$ cat src/rtl/uart_arbiter.sv
// Round-robin arbiter sharing one UART byte port between N requesters.
// The granted requester's handshake passes through combinationally; req_lock holds the grant for up to MAX_BURST transfers.
module uart_arbiter #(
    parameter int N         = 2,
    parameter int MAX_BURST = 16
) (
    input  logic                                 clk,
    input  logic                                 reset_n,
    input  logic [N-1:0]                         req_valid,
    input  logic [N-1:0]                         req_wmask,
    input  logic [8*N-1:0]                       req_wdata,
    input  logic [N-1:0]                         req_lock,
    output logic [N-1:0]                         req_ready,
    output logic [7:0]                           req_rdata,
    output logic                                 uart_valid,
    output logic                                 uart_wmask,
    output logic [7:0]                           uart_wdata,
    input  logic                                 uart_ready,
    input  logic [7:0]                           uart_rdata,
    output logic                                 busy,
    output logic [((N > 1) ? $clog2(N) : 1)-1:0] owner
);

    localparam int          OW = (N > 1) ? $clog2(N) : 1;
    localparam int          BW = $clog2(MAX_BURST + 1);
    localparam int unsigned NU = N;

    typedef enum logic {ST_IDLE, ST_OWN} state_t;

    state_t          r_state;
    logic [OW-1:0]   r_owner;
    logic [OW-1:0]   r_rr;
    logic [BW-1:0]   r_burst;

    logic            w_own_valid;
    logic            w_own_wmask;
    logic            w_own_lock;
    logic [7:0]      w_own_wdata;
    logic            w_found;
    logic [OW-1:0]   w_pick;
    logic [OW-1:0]   w_rr_next;
    logic            w_done;
    logic            w_busy;

    // Select the current owner's request lines.
    always_comb begin
        w_own_valid = 1'b0;
        w_own_wmask = 1'b0;
        w_own_lock  = 1'b0;
        w_own_wdata = '0;
        for (int unsigned i = 0; i < NU; i++) begin
            if (r_owner == OW'(i)) begin
                w_own_valid = req_valid[i];
                w_own_wmask = req_wmask[i];
                w_own_lock  = req_lock[i];
                w_own_wdata = req_wdata[8*i +: 8];
            end
        end
    end

    // First pending requester scanning upward from the round-robin pointer.
    always_comb begin
        w_found = 1'b0;
        w_pick  = '0;
        for (int unsigned k = 0; k < NU; k++) begin
            if (!w_found && req_valid[(32'(r_rr) + k) % NU]) begin
                w_found = 1'b1;
                w_pick  = OW'((32'(r_rr) + k) % NU);
            end
        end
    end

    assign w_busy    = (r_state == ST_OWN);
    assign w_done    = w_busy && w_own_valid && uart_ready;
    assign w_rr_next = (r_owner == OW'(N - 1)) ? '0 : r_owner + 1'b1;

    always_ff @(posedge clk or negedge reset_n) begin
        if (!reset_n) begin
            r_state <= ST_IDLE;
            r_owner <= '0;
            r_rr    <= '0;
            r_burst <= '0;
        end else begin
            case (r_state)
                ST_IDLE: begin
                    if (w_found) begin
                        r_owner <= w_pick;
                        r_state <= ST_OWN;
                    end
                end
                ST_OWN: begin
                    if (w_done) begin
                        if (w_own_lock && ((int'(r_burst) + 1) < MAX_BURST)) begin
                            r_burst <= r_burst + 1'b1;
                        end else begin
                            r_state <= ST_IDLE;
                            r_rr    <= w_rr_next;
                            r_burst <= '0;
                        end
                    end else if (!w_own_valid && !w_own_lock) begin
                        // An idle, unlocked owner gives the port back.
                        r_state <= ST_IDLE;
                        r_rr    <= w_rr_next;
                        r_burst <= '0;
                    end
                end
                default: r_state <= ST_IDLE;
            endcase
        end
    end

    always_comb begin
        uart_valid = w_busy & w_own_valid;
        uart_wmask = w_busy & w_own_wmask;
        uart_wdata = w_busy ? w_own_wdata : '0;
        req_rdata  = uart_rdata;
        busy       = w_busy;
        owner      = r_owner;
        req_ready  = '0;
        for (int unsigned i = 0; i < NU; i++) begin
            req_ready[i] = w_busy && (r_owner == OW'(i)) && req_valid[i] && uart_ready;
        end
    end

endmodule

$ cat config.mk
export PLATFORM = sky130hd
export DESIGN_NAME = uart_arbiter
export DESIGN_NICKNAME = d
export VERILOG_FILES = /design/src/rtl/uart_arbiter.sv
export SDC_FILE = /design/constraint.sdc
export NUM_CORES = 1
export LEC_CHECK = 0
export ABC_AREA = 1
export CAP_MARGIN = 25
export CORE_MARGIN = 5
export CORE_UTILIZATION = 36
export CTS_CLUSTER_SIZE = 16
export DETAILED_ROUTE_END_ITERATION = 6
export PLACE_DENSITY = 0.85
export SETUP_SLACK_MARGIN = 0.4
export SKIP_LAST_GASP = 1
export SLEW_MARGIN = 15
export SYNTH_ARGS = -nofsm -noshare
export SYNTH_HDL_FRONTEND = slang
export SYNTH_SLANG_ARGS = --single-unit
$ cat constraint.sdc
create_clock -name clk -period 1.8 [get_ports clk]
set_input_delay 0.36 -clock clk [delete_from_list [all_inputs] [get_ports clk]]
set_output_delay 0.36 -clock clk [all_outputs]
set_load 0.005 [all_outputs]
==> results.md, run 1 <==
- The flow ran to the end, and the final reports show no timing, DRC or antenna violations.
- Data on the critical path arrives at its endpoint at between 1000 and 1500 ps.
- The longest individual stage delay on the worst path is roughly 430 ps.
- A synthesized cell averages ~6.8 µm².
- Global routing consumed, on the met3 layer, under 10% of the routing resources.
- After detailed routing, the total wire length is around 3.2 mm.
- The worst register-to-register path begins at owner.
- The portion of synthesized area spent on multiplexers is 0%.
- By startpoint and endpoint, the worst setup path is classified as register to output pin.
- The synthesis-to-finish area growth is 101%.
- The required time of the worst setup path is between 1000 and 1500 ps.
- The minimum period implied by the final worst setup slack is around 1700 ps.
- After routing, the total negative slack on setup checks comes to 0 ps.
- The maximum number of pins on one net before global-route repair is 9.
- In the finished design, the share of the clock period the worst path needs comes to 92.2%.
- The floorplan step set the die width to 55.2 µm.
- The simple logic cell fraction of the synthesized area is between 40% and 50%.
- The number of pins with negative max-slew slack in the final report was 0.
- Synthesis produced a netlist with a net count of around 140.
- For this design the static power due to leakage is a little over 0.0007 µW.
- The count of final setup violators is 0.
- The total count of hold-check failures in the final report is 0.
- For met1 alone, demand over resource in global routing was 21.5%.
- Before CTS, the worst setup slack after placement is -275 ps.
- TritonCTS built the clock tree.
- In this run the tool buffered the top-level ports with 38 buffer cells.
- The worst pin sits at a relative slew slack of 72.9%.
- In this design, the critical path's most frequently occurring cell is sky130_fd_sc_hd__buf_6.
- The number of cells on the worst reg-to-reg path is 12.
- The remaining routing DRC violations is 0.
- In the final layout, the share of cells above drive strength 1 is 52.6%.
- Clock-pin slew was measured on the worst setup and hold paths at ~60 ps.
- STA classifies the critical path startpoint as a register.
- The setup slack of the critical path after layout is ~140 ps.
- Clock tree synthesis found a total of 8 sinks.
- The congestion estimate from routability-driven global placement came to about 0.79.
- Setup repair after global routing could not meet its margin everywhere.
- The number of cells produced by synthesis is 108.
- Global routing consumed, over all layers together, 20.3% of the routing resources.
- The routed layout has roughly 1000 vias.
- The number of buffers created by CTS is 3.
- The compound-gate portion of the synthesized area is under 10%.
- STA classifies the critical path endpoint as an output pin.
- The number of violations of the max-capacitance limit is 0.
- In the global route stage, met2 resource usage came out at approximately two fifths.
- met2 is the most crowded layer.
- The wire length per cell is roughly 16 µm.
- The chip height is roughly 55 µm.
- The final worst hold slack is between 300 and 400 ps.
- The cell area after synthesis is around 730 µm².
- The post-synthesis sequential element count is 8.
- No sink is reached through more buffers than the 2 on the longest clock path.
- Buffers inserted to repair hold after CTS numbered 0.
- CTS built an H-tree with a depth of 1.
- Of the total synthesized cell area, the portion taken by full adders, half adders and majority gates is about 1.7%.
- The tightest min-delay check is of the input pin to asynchronous set/reset pin type.
- The number of top-level design ports is 55.
- After synthesis, the largest family of logic cells by area is simple AND/OR/NAND/NOR gates.
- In this run the worst path has a maximum fanout of 5.
- The ratio of total power to cell area is between 1000 and 1500 nW/µm².
- The initial antenna violation count is 0.
- The count of nets left with antenna violations once routing finished came out at 0.
- The clock arrives with 8.99 ps of skew.
- The antenna cell count is 0.
- Clock tree synthesis selected as its root buffer the cell sky130_fd_sc_hd__clkbuf_4.
- After synthesis, the netlist uses 21 different library cells.
- The count of yosys warnings during synthesis is 0.
- The clock insertion delay at the later pin of the skew report is ~280 ps.
- Summed over all layers, the global routing overflow is 0.
- The xor/xnor cell area share of the yosys netlist is 1.19%.
- The pin slew with the least headroom to its limit is a little over 400 ps.
- After the first detailed-routing iteration, the DRC count stood at 46.
- The number of global-route vias before repair is between 1000 and 1500.
- The worst register-to-register path ends at r_rr.
- The HPWL reported at the end of detailed placement is roughly 1.8 mm.
- The first-pass GRT wire length is between 4 and 5 mm.
- The pre-antenna-repair detailed-routing pass consisted of 4 iterations.
- The filler cell count in the final layout is 149.
- The critical path goes through buf_6 -> inv_8 -> buf_6 -> nand2_2 -> a21oi_2 -> buf_2.
- The final-stage net count is around 210.
- The floorplan has 16 rows.
- The sequential area share after synthesis is 27.3%.
- The core box area is a little under 2000 µm².
- The worst supply voltage drop on vdd is approximately 0.83 mV.
- Setup slack on the worst reg-to-reg path comes out at approximately 280 ps.
- The die covers around 3000 µm².
- The routed via count divided by cell count is a little over 5.
- The maximum clock rate is ~600 MHz.
- The cell with the largest stage delay on the worst path is sky130_fd_sc_hd__dfrtp_2.
- For this configuration, the core starts out at a cell density of 37.4%.
-- where the power goes --
part	switching [µW]	internal (µW)
clock	75.7	77.3
combinational	767	855
sequential	64.8	240
total	907	1170
-- area by class of cell --
cell class	instances	area, µm²	share of cell area [%]
Sequential cell	8	201	13.7
Timing Repair inverter	1	7.51	0.509
Clock buffer	3	22.5	1.53
Inverter	10	48.8	3.31
Tap cell	27	33.8	2.29
Timing Repair Buffer	70	624	42.4
Multi-Input combinational cell	79	536	36.3
-- flip-flops by register name (all words and copies together) (netlist names) --
register  cells
r_burst       5
busy          1
owner         1
r_rr          1
-- layer usage --
metal | wire length, µm | vias to the layer above
li1 | - | 469
met1 | 1150 | 465
met2 | 1680 | 62
met3 | 277 | 19
met4 | 145 | 0
met5 | 0 | -
-- worst max-delay path by stage --
stage,from,end,slack [ps],cells after the start
floorplan,busy,uart_valid,570,3
global placement,req_valid[1],req_ready[1],-260,4
detailed placement,req_valid[1],req_ready[1],-270,4
CTS,owner,uart_valid,160,6
global route,busy,uart_wdata[6],70,5
finish,owner,uart_wdata[0],140,6
-- cells in the final DEF (no fill, tap or decap), types with 7 or more instances in the layout --
cell type and instances:
sky130_fd_sc_hd__a21oi_2 9, sky130_fd_sc_hd__buf_2 13, sky130_fd_sc_hd__buf_4 13, sky130_fd_sc_hd__buf_6 20, sky130_fd_sc_hd__clkdlybuf4s50_1 21, sky130_fd_sc_hd__dfrtp_1 7, sky130_fd_sc_hd__inv_1 8, sky130_fd_sc_hd__nand2_1 20
sky130_fd_sc_hd__nand2_2 12, sky130_fd_sc_hd__nand2_4 9
-- synth_stat cells --
library cell	number	area, µm²
sky130_fd_sc_hd__clkbuf_1	1	3.75
sky130_fd_sc_hd__nand3_2	1	10.0
sky130_fd_sc_hd__o211ai_1	1	7.51
sky130_fd_sc_hd__inv_2	1	3.75
sky130_fd_sc_hd__buf_4	9	67.6
sky130_fd_sc_hd__nand2_1	33	124
sky130_fd_sc_hd__nand4_1	5	31.3
sky130_fd_sc_hd__nand2_2	5	31.3
sky130_fd_sc_hd__nor2_4	2	22.5
sky130_fd_sc_hd__o21ai_0	1	5.00
sky130_fd_sc_hd__nand2_4	3	33.8
sky130_fd_sc_hd__dfrtp_1	8	200
sky130_fd_sc_hd__inv_1	9	33.8
sky130_fd_sc_hd__a21oi_1	12	60.1
sky130_fd_sc_hd__ha_1	1	12.5
sky130_fd_sc_hd__xor2_1	1	8.76
sky130_fd_sc_hd__nor2_1	4	15.0
sky130_fd_sc_hd__buf_6	1	11.3
sky130_fd_sc_hd__nand3_1	7	35.0
sky130_fd_sc_hd__nor3_1	1	5.00
sky130_fd_sc_hd__nor2_2	2	12.5
-- cells by family (layout without fill, tap and decap cells) --
logic type               Yosys count  count (layout)
XOR/XNOR                           1               1
buffers and inverters             21              84
AND/OR/NAND/NOR                   63              63
AO/OA/AOI/OAI                     14              14
flip-flops                         8               8
adder cells (fa/ha/maj)            1               1
-- timing repair --
| action | CTS | global route |
|---|---|---|
| pin swaps | 7 | 10 |
| setup buffers | 18 | 6 |
| cloned | 1 | 0 |
| resized for setup | 95 | 22 |
| endpoints found under the setup margin | 15 | 20 |
-- metrics by stage --
step | util (%) | instances | power, µW | instance area [µm²]
floorplan | - | 108 | 793 | 734
global placement | 57.4 | 170 | 1260 | 1130
detailed placement | 57.4 | 170 | 1290 | 1130
CTS | 68.6 | 192 | 1790 | 1350
global route | 75.1 | 198 | 2200 | 1470
finish | 75.1 | 198 | 2080 | 1470
-- critical path: cells and delay by family, from the launching register on --
| kind | cells | cell delay (ps) |
|---|---|---|
| buffers and inverters | 4 | 420 |
| DFF | 1 | 430 |
| AOI/OAI and AO/OA | 1 | 120 |
| and+or+nand+nor | 1 | 50 |
Note: power is estimated with default switching activity, not from simulation.
==> run 2, diff against run 1 <==
GPL_ROUTABILITY_DRIVEN = 0   (was not set)
MAX_ROUTING_LAYER = met4   (was not set)
PLACE_DENSITY = 0.86   (was 0.85)
==> run 2 against run 1 <==
Die area unchanged; utilization shrank 4.3 points; first-iteration DRC count shrank 65%; maximum frequency up 2.0%; critical endpoint is now uart_valid.
==> results.md, run 2 (synthesis results as in run 1) <==
- The run finished with clean final reports.
- The critical path startpoint category is a register.
- The top cell family by delay on the critical path is flip-flops.
- The number of top-level design ports is 55 (unchanged).
- In this run the critical register-to-register path is captured at r_rr.
- The final-stage net count is 202 (-2.4%).
- The clock insertion delay at the later pin of the skew report is 270 ps (about the same).
- The tightest min-delay check is of the input pin to asynchronous set/reset pin type.
- The clock skew is 8.60 ps (-0.384 ps).
- The leftover overflow at the end of global routing is 0 (unchanged).
- The post-CTS clock slew at the launch and capture registers of the worst setup and hold paths came to 60 ps (about the same).
- The instance count after placement with tap cells included is 170 (unchanged).
- The die width is 55.2 µm (unchanged).
- The setup slack of the critical path after layout is 173 ps (+32.1 ps).
- The worst setup slack before clock tree synthesis came to -250 ps (+24.2 ps).
- In the layout the commonest cells are sky130_fd_sc_hd__nand2_1 (27), sky130_fd_sc_hd__clkdlybuf4s50_1 (22), sky130_fd_sc_hd__buf_6 (14).
- The initial core utilization is 37.4% (unchanged).
- The fraction of layout instances using a drive strength above 1 came to 44.6% (-8.1 points).
- The number of cells on the worst reg-to-reg path is 11 (-1).
- The cell area reported after detailed placement is 1130 µm² (unchanged).
- The critical path data arrival time is 1270 ps (-30 ps).
- The chip height was 55.2 µm (unchanged).
- The maximum number of pins on one net before global-route repair was 12 (+3).
- The first-pass iteration count of the detailed router is 4 (unchanged).
- More flip-flops sit in one register than any other, and that register is r_burst.
- The total die area is 3040 µm² (unchanged).
- The worst slew margin relative to its limit is 74.1% (+1.2 points).
- The leakage power total is 0.000690 µW (-4.1%).
- The ratio of total power to cell area is 1340 nW/µm² (-5.3%).
- The number of non-filler instances in the completed layout is 193 (-2.5%).
- The final wirelength came to 2.93 mm (-9.7%).
- The pin slew with the least headroom to its limit is 388 ps (-17.6 ps).
- The number of buffers created by CTS is 3 (unchanged).
- The number of global-route vias before repair was 1119 (+12%).
- The aggregate global-route resource usage came to 22.6% (+2.3 points).
- The number of buffer and inverter stages on the critical path is 3 (-1).
- The minimum period implied by the final worst setup slack is 1630 ps (-32.1 ps).
- The number of clock sinks is 8 (unchanged).
- The maximum buffer depth of the clock tree is 2 (unchanged).
- The floorplan row count is 16 (unchanged).
- The initial antenna violation count is 0 (unchanged).
- The number of I/O port buffers is 38 (unchanged).
- The number of pins with negative max-slew slack in the final report is 0 (unchanged).
- The wire length per cell came to 15.2 µm (-7.3%).
- The startpoint identified for the worst register-to-register timing path is owner.
- The H-tree depth reported by CTS is 1 (unchanged).
- The number of nets with antenna violations after routing is 0 (unchanged).
- The end-of-flow core utilization is 70.9% (-4.3 points).
- The largest fanout on the critical path was 4 (-1).
- STA classifies the critical path endpoint as an output pin.
- The routed via count divided by cell count is 5.18 (+0.97%).
- The core box area is 1960 µm² (unchanged).
- Setup repair after global routing could not meet its margin everywhere.
- The final design area excluding fillers came to 1390 µm² (-5.7%).
- The via count is 999 (-1.6%).
- The most common cell after layout, fill and taps aside is sky130_fd_sc_hd__nand2_1.
- The remaining routing DRC violations is 0 (unchanged).
- The largest individual stage delay along the critical path comes from the cell sky130_fd_sc_hd__dfrtp_2.
- The number of violations of the max-capacitance limit was 0 (unchanged).
- The cell sitting at the root of the clock tree is a sky130_fd_sc_hd__clkbuf_4.
- TritonCTS built the clock tree.
- The filler cell count in the final layout came to 155 (+4.0%).
- The antenna cell count was 0 (unchanged).
- The required time of the worst setup path came to 1440 ps (about the same).
- The number of buffers added to fix hold violations after cts came to 0 (unchanged).
- The setup path with the least slack is of type register to output pin.
- The worst supply voltage drop on vdd was 0.782 mV (-5.5%).
- The total count of hold-check failures in the final report is 0 (unchanged).
- The count of final setup violators came to 0 (unchanged).
- The HPWL reported at the end of detailed placement is 1.85 mm (+2.1%).
- The maximum clock rate is 615 MHz (+2.0%).
- The area of the multi-input gates was 514 µm² (-4.0%).
- The number of DRC markers after the initial detailed-route iteration was 16 (-65%).
- The final worst hold slack is 379 ps (+4.26 ps).
- The longest individual stage delay on the worst path is 420 ps (about the same).
- The first-pass GRT wire length is 4.66 mm (+6.3%).
- The area taken by flip-flops and latches is 201 µm² (unchanged).
- Relative to the synthesized area, the layout overhead comes to 89.3%.
- The share of the clock period used by the worst path is 90.4% (-1.8 points).
- The reg2reg setup slack is 190 ps (-90 ps).
- The number of flip-flops in the largest register came to 5 (unchanged).
- The signal on the critical path passes through clkinvlp_4 -> buf_6 -> nand2_4 -> nand2_4 -> nor2_4 -> buf_2.
- Among the stages of the critical path, the cell type that occurs most often is sky130_fd_sc_hd__nand2_4.
==> run 2: cell types whose count changed in the layout (fill, tap and decap cells not counted), sizes merged <==
cell / delta
clkbuf: +1
dlygate4sd2: -1
buf: -7
inv: +1
clkdlybuf4s50: +1
clkdlybuf4s15: +1
clkinvlp: -1
==> run 2: metrics by stage <==
step                total power (µW)  setup TNS [ps]
global placement                1250           -1290
global route                    2000               0
detailed placement              1270           -1560
finish                          1860               0
CTS                             1640               0
floorplan                        793               0
==> run 2: layer usage <==
metal | share of wire (%) | vias to the layer above | track usage (%)
met5 | 0 | - | -
met3 | 8.3 | 15 | 4.29
met2 | 53 | 61 | 40.4
li1 | - | 458 | -
met4 | 4.3 | 0 | 16.6
met1 | 34 | 465 | 21.3
==> run 2: worst register-to-register path, delay by kind of cell (launching register included) <==
family / cells / cell delay [ps]
flops: 1 / 420
buf+inv: 5 / 650
simple gates: 6 / 440
==> run 2: repair_timing <==
| item | 4_1_cts | 5_1_grt |
|---|---|---|
| buffers inserted | 16 | 3 |
| cloned | 1 | 0 |
| pin swaps | 11 | 12 |
| endpoints found under the setup margin | 15 | 20 |
| resized for setup | 74 | 23 |
==> run 2: report_power, final <==
part           internal [µW]  switching [µW]  leakage [µW]
Sequential               240            72.9      0.000102
Combinational            720             679      0.000574
Clock                   76.8            68.2     0.0000138
==> run 2: how the worst max path moves through the flow <==
stage	start	to	slack, ps	cells past startpoint
6_report	owner	uart_valid	170	6
5_1_grt	owner	uart_wdata[0]	90	5
4_1_cts	owner	uart_valid	180	6
3_5_place_dp	req_valid[1]	uart_valid	-250	6
3_3_place_gp	req_valid[1]	uart_valid	-230	6
2_1_floorplan	busy	uart_valid	570	3
==> run 2: area by class of cell <==
cell class	instances	share of cell area, %
Clock buffer	3	1.62
Inverter	10	3.06
Multi-Input combinational cell	79	37.0
Sequential cell	8	14.5
Tap cell	27	2.43
Timing Repair Buffer	65	40.9
Timing Repair inverter	1	0.540
==> run 3, diff against run 2 <==
HOLD_SLACK_MARGIN = 0.03   (was not set)
==> results of run 3 <==
The final DEF is identical to that of run 2; final timing and power are the same.
